[src/rtl/uart_pkg.sv]
// ---------------------------------------------------------------------------
// uart_pkg
//  Shared definitions for the UART block.
//  - tx_state_t : transmitter FSM encoding (IDLE, START, DATA, PARITY, STOP)
//  - PAR_EVEN / PAR_ODD : values of the PAR_TYP select
//  - PRESCALE_W : width of the PRESCALE (CLK cycles per bit) field
// ---------------------------------------------------------------------------
`timescale 1ns/1ps

package uart_pkg;

  localparam int PRESCALE_W = 6;

  localparam logic PAR_EVEN = 1'b0;
  localparam logic PAR_ODD  = 1'b1;

  typedef enum logic [2:0] {
    IDLE   = 3'd0,
    START  = 3'd1,
    DATA   = 3'd2,
    PARITY = 3'd3,
    STOP   = 3'd4
  } tx_state_t;

endpackage

[src/rtl/uart_tx_bit_timer.sv]
// ---------------------------------------------------------------------------
// uart_tx_bit_timer
//  Bit-period timer for the UART transmitter. On load it captures PRESCALE
//  (0 is treated as 1) and starts a down-counter at PRESCALE-1. While enabled
//  the counter runs down and reloads itself; bit_done pulses for one cycle
//  on the last CLK cycle of every bit period.
// Ports
//  CLK       in   1           system clock
//  RST       in   1           asynchronous reset, active-high
//  load      in   1           capture prescale and restart the period
//  enable    in   1           count while a frame is in progress
//  prescale  in   PRESCALE_W  CLK cycles per bit
//  bit_done  out  1           last cycle of the current bit period
// ---------------------------------------------------------------------------
`timescale 1ns/1ps

module uart_tx_bit_timer
  import uart_pkg::*;
(
  input  logic                  CLK,
  input  logic                  RST,
  input  logic                  load,
  input  logic                  enable,
  input  logic [PRESCALE_W-1:0] prescale,
  output logic                  bit_done
);

  logic [PRESCALE_W-1:0] reload_q;
  logic [PRESCALE_W-1:0] cnt_q;
  logic [PRESCALE_W-1:0] reload_d;

  // A prescale of 0 behaves as 1: reload value 0 gives a one-cycle bit.
  assign reload_d = (prescale == '0) ? '0 : prescale - PRESCALE_W'(1);

  assign bit_done = enable && !load && (cnt_q == '0);

  // NOTE: state is written with non-blocking assignments so every register
  // samples pre-edge values, independent of statement order.
  always_ff @(posedge CLK or posedge RST) begin
    if (RST) begin
      reload_q <= '0;
      cnt_q    <= '0;
    end else if (load) begin
      reload_q <= reload_d;
      cnt_q    <= reload_d;
    end else if (enable) begin
      cnt_q <= (cnt_q == '0) ? reload_q : cnt_q - PRESCALE_W'(1);
    end
  end

endmodule

[src/rtl/uart_tx.sv]
// ---------------------------------------------------------------------------
// uart_tx
//  UART transmitter. Accepts a byte on DATA_VALID while idle and sends one
//  frame: start(0), data LSB-first, optional parity, stop(1). Every bit lasts
//  PRESCALE CLK cycles. All configuration is latched at acceptance.
//  Build option: define UART_TX_TWO_STOP_EN for a two-bit-period stop.
// Ports
//  CLK         in   1           system clock
//  RST         in   1           asynchronous reset, active-high
//  P_DATA      in   width       parallel data to send
//  DATA_VALID  in   1           request strobe, honoured only while idle
//  PAR_EN      in   1           1 = append parity bit
//  PAR_TYP     in   1           PAR_EVEN / PAR_ODD
//  PRESCALE    in   PRESCALE_W  CLK cycles per bit (0 acts as 1)
//  TX_OUT      out  1           serial line, idles high (registered)
//  BUSY        out  1           frame in progress (registered)
// ---------------------------------------------------------------------------
`timescale 1ns/1ps

module uart_tx
  import uart_pkg::*;
#(
  parameter int width = 8
) (
  input  logic                  CLK,
  input  logic                  RST,
  input  logic [width-1:0]      P_DATA,
  input  logic                  DATA_VALID,
  input  logic                  PAR_EN,
  input  logic                  PAR_TYP,
  input  logic [PRESCALE_W-1:0] PRESCALE,
  output logic                  TX_OUT,
  output logic                  BUSY
);

  localparam int              IDX_W    = (width > 1) ? $clog2(width) : 1;
  localparam logic [IDX_W-1:0] LAST_IDX = IDX_W'(width - 1);

  tx_state_t        state_q;
  logic [width-1:0] shift_q;
  logic [IDX_W-1:0] bit_idx_q;
  logic             par_en_q;
  logic             par_bit_q;
  logic             accept;
  logic             bit_done;
`ifdef UART_TX_TWO_STOP_EN
  logic             stop_second_q;
`endif

  assign accept = (state_q == IDLE) && DATA_VALID;

  uart_tx_bit_timer u_bit_timer (
    .CLK      (CLK),
    .RST      (RST),
    .load     (accept),
    .enable   (state_q != IDLE),
    .prescale (PRESCALE),
    .bit_done (bit_done)
  );

  // NOTE: the asynchronous reset forces the line high and drops BUSY at once,
  // abandoning any frame in flight without waiting for a clock edge.
  always_ff @(posedge CLK or posedge RST) begin
    if (RST) begin
      state_q       <= IDLE;
      shift_q       <= '0;
      bit_idx_q     <= '0;
      par_en_q      <= 1'b0;
      par_bit_q     <= 1'b0;
      TX_OUT        <= 1'b1;
      BUSY          <= 1'b0;
`ifdef UART_TX_TWO_STOP_EN
      stop_second_q <= 1'b0;
`endif
    end else begin
      case (state_q)
        IDLE: begin
          if (DATA_VALID) begin
            state_q   <= START;
            shift_q   <= P_DATA;
            bit_idx_q <= '0;
            par_en_q  <= PAR_EN;
            par_bit_q <= (PAR_TYP == PAR_ODD) ? ~^P_DATA : ^P_DATA;
            TX_OUT    <= 1'b0;
            BUSY      <= 1'b1;
`ifdef UART_TX_TWO_STOP_EN
            stop_second_q <= 1'b0;
`endif
          end
        end

        START: begin
          if (bit_done) begin
            state_q <= DATA;
            TX_OUT  <= shift_q[0];
            shift_q <= shift_q >> 1;
          end
        end

        // shift_q[0] always holds the next data bit to put on the line.
        DATA: begin
          if (bit_done) begin
            if (bit_idx_q == LAST_IDX) begin
              if (par_en_q) begin
                state_q <= PARITY;
                TX_OUT  <= par_bit_q;
              end else begin
                state_q <= STOP;
                TX_OUT  <= 1'b1;
              end
            end else begin
              bit_idx_q <= bit_idx_q + IDX_W'(1);
              TX_OUT    <= shift_q[0];
              shift_q   <= shift_q >> 1;
            end
          end
        end

        PARITY: begin
          if (bit_done) begin
            state_q <= STOP;
            TX_OUT  <= 1'b1;
          end
        end

        STOP: begin
          if (bit_done) begin
`ifdef UART_TX_TWO_STOP_EN
            if (!stop_second_q) begin
              stop_second_q <= 1'b1;
            end else begin
              state_q <= IDLE;
              BUSY    <= 1'b0;
              TX_OUT  <= 1'b1;
            end
`else
            state_q <= IDLE;
            BUSY    <= 1'b0;
            TX_OUT  <= 1'b1;
`endif
          end
        end

        default: begin
          state_q <= IDLE;
          BUSY    <= 1'b0;
          TX_OUT  <= 1'b1;
        end
      endcase
    end
  end

endmodule

[config.mk]
export PLATFORM = sky130hd
export DESIGN_NAME = uart_tx
export DESIGN_NICKNAME = d
export VERILOG_FILES = /design/src/rtl/uart_pkg.sv /design/src/rtl/uart_tx_bit_timer.sv /design/src/rtl/uart_tx.sv
export SDC_FILE = /design/constraint.sdc
export NUM_CORES = 1
export LEC_CHECK = 0
export ABC_AREA = 1
export CORE_MARGIN = 2
export CORE_UTILIZATION = 53
export CTS_BUF_LIST = sky130_fd_sc_hd__clkbuf_8
export DETAILED_ROUTE_END_ITERATION = 8
export PLACE_DENSITY = 0.9
export SLEW_MARGIN = 30
export SYNTH_ARGS = -nofsm -noshare
export SYNTH_HDL_FRONTEND = slang
export SYNTH_HIERARCHICAL = 1
export SYNTH_SLANG_ARGS = --single-unit
export TNS_END_PERCENT = 5
[constraint.sdc]
create_clock -name CLK -period 1.9 [get_ports CLK]
set_input_delay 0.19 -clock CLK [delete_from_list [all_inputs] [get_ports CLK]]
set_output_delay 0.19 -clock CLK [all_outputs]
set_load 0.02 [all_outputs]
* After elaboration in Yosys (flattened, before gate mapping)
Index checks and enable logic that the tools add are counted.
** Word-level totals
- Register bits :: 30
** Cells by class
- Bitwise gates (word level) :: 1
- Equality and inequality tests :: 13
- Mux-type cells :: 32
- Reductions and logical operators :: 21
- Add/subtract/negate cells :: 3
** Operators by type and width (count)
- 8-bit two-way mux :: 4
- 3-bit two-way mux :: 10
- 6-bit two-way mux :: 4
- 8-bit case mux with 3 select lines :: 1
- 3-bit case mux with 5 select lines :: 1
- 2-bit inequality test (second input constant) :: 7
- 6-bit logical NOT :: 2
- 6-bit by 1-bit subtractor with 6-bit output (second input constant) :: 2
- 1-bit two-way mux :: 9
- 4-bit AND reduction :: 2
- 8-bit XNOR reduction :: 1
- 8-bit XOR reduction :: 1
- 3-bit by 2-bit == test with 1-bit output (second input constant) :: 2
- 3-bit == test (second input constant) :: 2
- 3-bit case mux with 2 select lines :: 1
- 6-bit AND reduction :: 1
- 3-bit nonzero test :: 2
- 5-bit AND reduction :: 1
- 1-bit case mux with 4 select lines :: 1
- 2-bit nonzero test :: 2
- 3-bit by 1-bit adder with 3-bit output (second input constant) :: 1
- 3-bit by 1-bit == test with 1-bit output (second input constant) :: 1
- 1-bit logical AND :: 3
- 3-bit logical NOT :: 1
- other kinds (8) :: 8

* Longest topological paths before layout
- Word-level depth :: 7
- Gate-level depth with buffers :: 15

* Cells and area by module
Netlist, hierarchy kept.
** Modules (own cells, without submodules)
- uart_tx :: cells an instance 167, area an instance 1161.1 um^2, times used 1
- uart_tx_bit_timer :: cells an instance 107, area an instance 789.5 um^2, times used 1

* Least setup slack after synthesis
Ideal clock, no wire load.
- Kind :: reg2reg
- Start point :: register state_q[0]
- End point :: register shift_q[1]
- Data required time :: 1.777 ns
- Buffers on the path :: 1
- Arrival time :: 1.965 ns
- Path slack :: -0.188 ns
- Stages on the path, launching flop included :: 16
- Path through :: dfrtp_1 > inv_2 > nand2_2 > nor2_1 > nand2_1 > inv_1 > clkinv_1 > nand2_1 > nor2_1 > inv_1 > nand3_1 > nand2_4 > nor2_8 > buf_6 > nor2_2 > a21oi_1
** Between the ends
- Longest elaborated chain between the ends :: 7
- Elaborated cells between the ends (all ways) :: 15
** Ends and longest elaborated chain
- start, declared :: RTL line uart_tx.sv:39 : tx_state_t state_q;
- start signal, assigned :: RTL line uart_tx.sv:65 : state_q <= IDLE;
- start signal, assigned :: RTL line uart_tx.sv:79 : state_q <= START;
- start signal, assigned :: RTL line uart_tx.sv:94 : state_q <= DATA;
- 3-bit logical NOT * :: RTL line uart_tx.sv:50 : assign accept = (state_q == IDLE) && DATA_VALID;
- 1-bit logical AND * :: RTL line uart_tx.sv:50
- named net accept :: RTL line uart_tx.sv:44 : logic accept;
- 1-bit logical NOT * :: RTL line uart_tx_bit_timer.sv:35 : assign bit_done = enable && !load && (cnt_q == '0);
- 1-bit logical AND * (2 in a row) :: RTL line uart_tx_bit_timer.sv:35
- named net bit_done :: RTL line uart_tx.sv:45 : logic bit_done;
- 2-bit inequality test (no source line)
- 5-bit AND reduction (no source line) *
- end signal, assigned :: RTL line uart_tx.sv:96 : shift_q <= shift_q >> 1;
- end signal, assigned :: RTL line uart_tx.sv:114 : shift_q <= shift_q >> 1;
- end, declared :: RTL line uart_tx.sv:40 : logic [width-1:0] shift_q;
Mark *: on every way through the listed nets, which the timed path passes. The rest lies on a longest branch.
A chain may end at the register's enable or synchronous reset.

* Worst setup path after layout
- Start point :: register state_q[1]
- End point :: register shift_q[6]
The elaborated chain is that of the path after synthesis.

==> flow_metrics.env <==
export IMPL_syn_to_final_growth_pct=20.7
export IMPL_final_hold_viol_count=0
export IMPL_instances_no_fill=355
export IMPL_clock_latency_ns=0.28
export IMPL_clockPowerShare=0.147
export IMPL_layout_commonest_cell="nand2_1"
export IMPL_die_h_um=64.7
export IMPL_numClockSinks=30
export IMPL_status="finished, final reports clean"
export IMPL_pwr_share_seq=0.313
export IMPL_comb_power_share=0.539
export IMPL_cts_tree="built"
export IMPL_antennaDiodeCount=0
export IMPL_nNetsFinal=332
export IMPL_peakVddDrop_v=0.000857
export IMPL_track_usage=0.228
export IMPL_finalSetupTns_ns=0
export IMPL_hold_path_class="in -> async"
export IMPL_critPathBufInv=4
export IMPL_place_inst=347
export IMPL_routed_wl_um=4220
export IMPL_grt_ovfl_total=0
export IMPL_yosys_top_cells_area="dfrtp_1, nand2_1, inv_1"
export IMPL_maxCapViolCount=0
export IMPL_final_core_util=0.653
export IMPL_grt_max_degree=19
export IMPL_portBuffers=20
export IMPL_switching_power_mw=1.60
export IMPL_htreeDepth=2
export IMPL_nFillCells=295
export IMPL_ios=21
export IMPL_power_density_nw_per_um2=1500
export IMPL_drt_iter0_drc=97
export IMPL_period_share=0.943
export IMPL_die_x_um=64.7
export IMPL_power_switching_share=0.453
export IMPL_worst_path_largest_cell_delay_ns=0.39
export IMPL_syn_inst=274
export IMPL_critical_path_max_fanout=15
export IMPL_synthesis_area_um2=1950
export IMPL_fin_skew_ns=0.00528
export IMPL_cp_data_required_time_ns=2.06
export IMPL_drive_above_1_share=0.117
export IMPL_worstPathCellList="inv_2, nand2_2, nor2_4, nand2_1, inv_2, clkinv_2, nand2_2, nor2_2, inv_1, nand3_2, nand2_4, nor2_8, o211ai_1, o21ai_1"
export IMPL_wl_per_cell_um=11.9
export IMPL_p_leak_nw=1.25
export IMPL_drc=0
export IMPL_row_count=22
export IMPL_dieArea_um2=4180
export IMPL_drv_slew=0
export IMPL_r2r_slack_ns=0.11
export IMPL_path_class="reg -> reg"
export IMPL_viasPerCell=5.10
export IMPL_cts_buffer_depth=2
export IMPL_ys_seq_elements=30
export IMPL_gp_congestion=0.825
export IMPL_syn_nets=300
export IMPL_cts_hold_buf=0
export IMPL_grt_pass1_wl_um=7420
export IMPL_p_total_mw=3.54
export IMPL_core_um2=3610
export IMPL_synth_cell_type_count=31
export IMPL_seq_area_frac_synth=0.386
export IMPL_relSlewSlack=0.533
export IMPL_path_clk_slew_ns=0.06
export IMPL_avgSynthCellArea_um2=7.12
export IMPL_layout_common_cells="nand2_1, inv_1, dfrtp_1"
export IMPL_p_int_mw=1.93
export IMPL_end_kind="register"
export IMPL_cts_root_buf="clkbuf_8"
export IMPL_worstPathArrival_ns=1.95
export IMPL_startpoint_type="register"
export IMPL_worst_slew_pin_slew_ns=0.699
export IMPL_num_vias=1809
export IMPL_dr_pass1_iters=4
export IMPL_critPathSlowestCell="dfrtp_1"
export IMPL_fmax_ghz=0.558
export IMPL_place_detailed_hpwl_um=3180
export IMPL_antenna_found_initial=0
export IMPL_initial_utilization=0.541
export IMPL_ant_nets=0
export IMPL_cts_made_buffers=5
export IMPL_post_synth_top_area_cell="dfrtp_1"
export IMPL_period_minus_slack_ns=1.79
export IMPL_finalSetupViolCount=0
export IMPL_cp_top_family="simple AND/OR/NAND/NOR gates"
export IMPL_synth_top_cell_area_share=0.372
export IMPL_yosysWarnings=6
export IMPL_grt_pass1_vias=1752
==> final cells by class <==
cell class	instances	area, um2	share of cell area
timing repair buffer	28	260	0.111
multi-input combinational	202	1040	0.443
clock buffer	6	82.6	0.0351
tap	48	60.1	0.0255
clock inverter	2	8.76	0.00372
sequential	30	752	0.320
inverter	39	148	0.0627
==> synth_stat cells, drive strengths merged <==
cell / instances
xnor2: 3
a21oi: 9
o21a: 1
dfrtp: 29
nand2: 96
or2: 1
inv: 38
xor2: 1
clkinv: 1
o211ai: 9
buf: 3
nand3: 24
nor2: 28
nand3b: 1
nor3: 1
nand4: 1
dfstp: 1
o21ai: 20
ha: 7
==> cells by family (layout without fill, tap and decap cells) <==
kind of cell | Yosys count | in the layout | share of synthesized area
XOR/XNOR | 4 | 4 | 0.0180
adder cells (fa/ha/maj) | 7 | 7 | 0.0449
AND/OR/NAND/NOR | 152 | 152 | 0.343
AO/OA/AOI/OAI | 39 | 39 | 0.119
buffers and inverters | 42 | 75 | 0.0892
flip-flops | 30 | 30 | 0.386
==> power groups by stage <==
stage	registers, mW	logic, mW	clock network, mW
floorplan	1.11	1.39	0
detailed placement	1.11	1.84	0
finish	1.11	1.91	0.521
CTS	1.10	1.86	0.527
global route	1.14	2.17	0.559
global placement	1.10	1.75	0
==> metal layers <==
layer | vias up | routed length, um | global-route usage
met5 | - | 0 | 0
met4 | 0 | 55 | 0.0718
met3 | 6 | 157 | 0.0434
met2 | 39 | 2140 | 0.388
met1 | 827 | 1870 | 0.292
li1 | 937 | - | -
==> registers in the layout, indices dropped and copies added, names as in the netlist <==
| signal | count |
|---|---|
| state_q | 3 |
| bit_idx_q | 3 |
| u_bit_timer/reload_q | 6 |
| TX_OUT | 1 |
| BUSY | 1 |
| par_en_q | 1 |
| u_bit_timer/cnt_q | 6 |
| shift_q | 8 |
| par_bit_q | 1 |
==> stage by stage <==
| step | cell area (um2) | hold slack (ns) | worst slack (ns) |
|---|---|---|---|
| after floorplan | 1950 | 0.0547 | 0.00975 |
| after global placement | 2250 | 0.457 | 0.105 |
| after detailed placement | 2250 | 0.469 | 0.0362 |
| after CTS | 2340 | 0.274 | 0.0507 |
| after global routing | 2350 | 0.313 | -0.0294 |
| final | 2350 | 0.252 | 0.108 |
==> worst paths after layout <==
| path | from | endpoint | depth (start not counted) |
|---|---|---|---|
| setup / recovery | state_q[1]$_DFFE_PP0P_ | shift_q[6]$_DFFE_PP0P_ | 14 |
| max in group asynchronous | RST | bit_idx_q[1]$_DFFE_PP0P_ | 2 |
| min in group CLK | PAR_EN | par_en_q$_DFFE_PP0P_ | 3 |
| hold reg to reg | u_bit_timer/reload_q[3]$_DFFE_PP0P_ | u_bit_timer/reload_q[3]$_DFFE_PP0P_ | 2 |
| setup reg to reg | state_q[1]$_DFFE_PP0P_ | shift_q[6]$_DFFE_PP0P_ | 14 |
| hold / removal | RST | u_bit_timer/cnt_q[2]$_DFFE_PP0P_ | 2 |
==> repair_timing <==
action	CTS	global route
gates resized for setup	0	4
setup endpoints to repair	0	13
buffers inserted	0	0
Power figures use the tool's default switching activity.
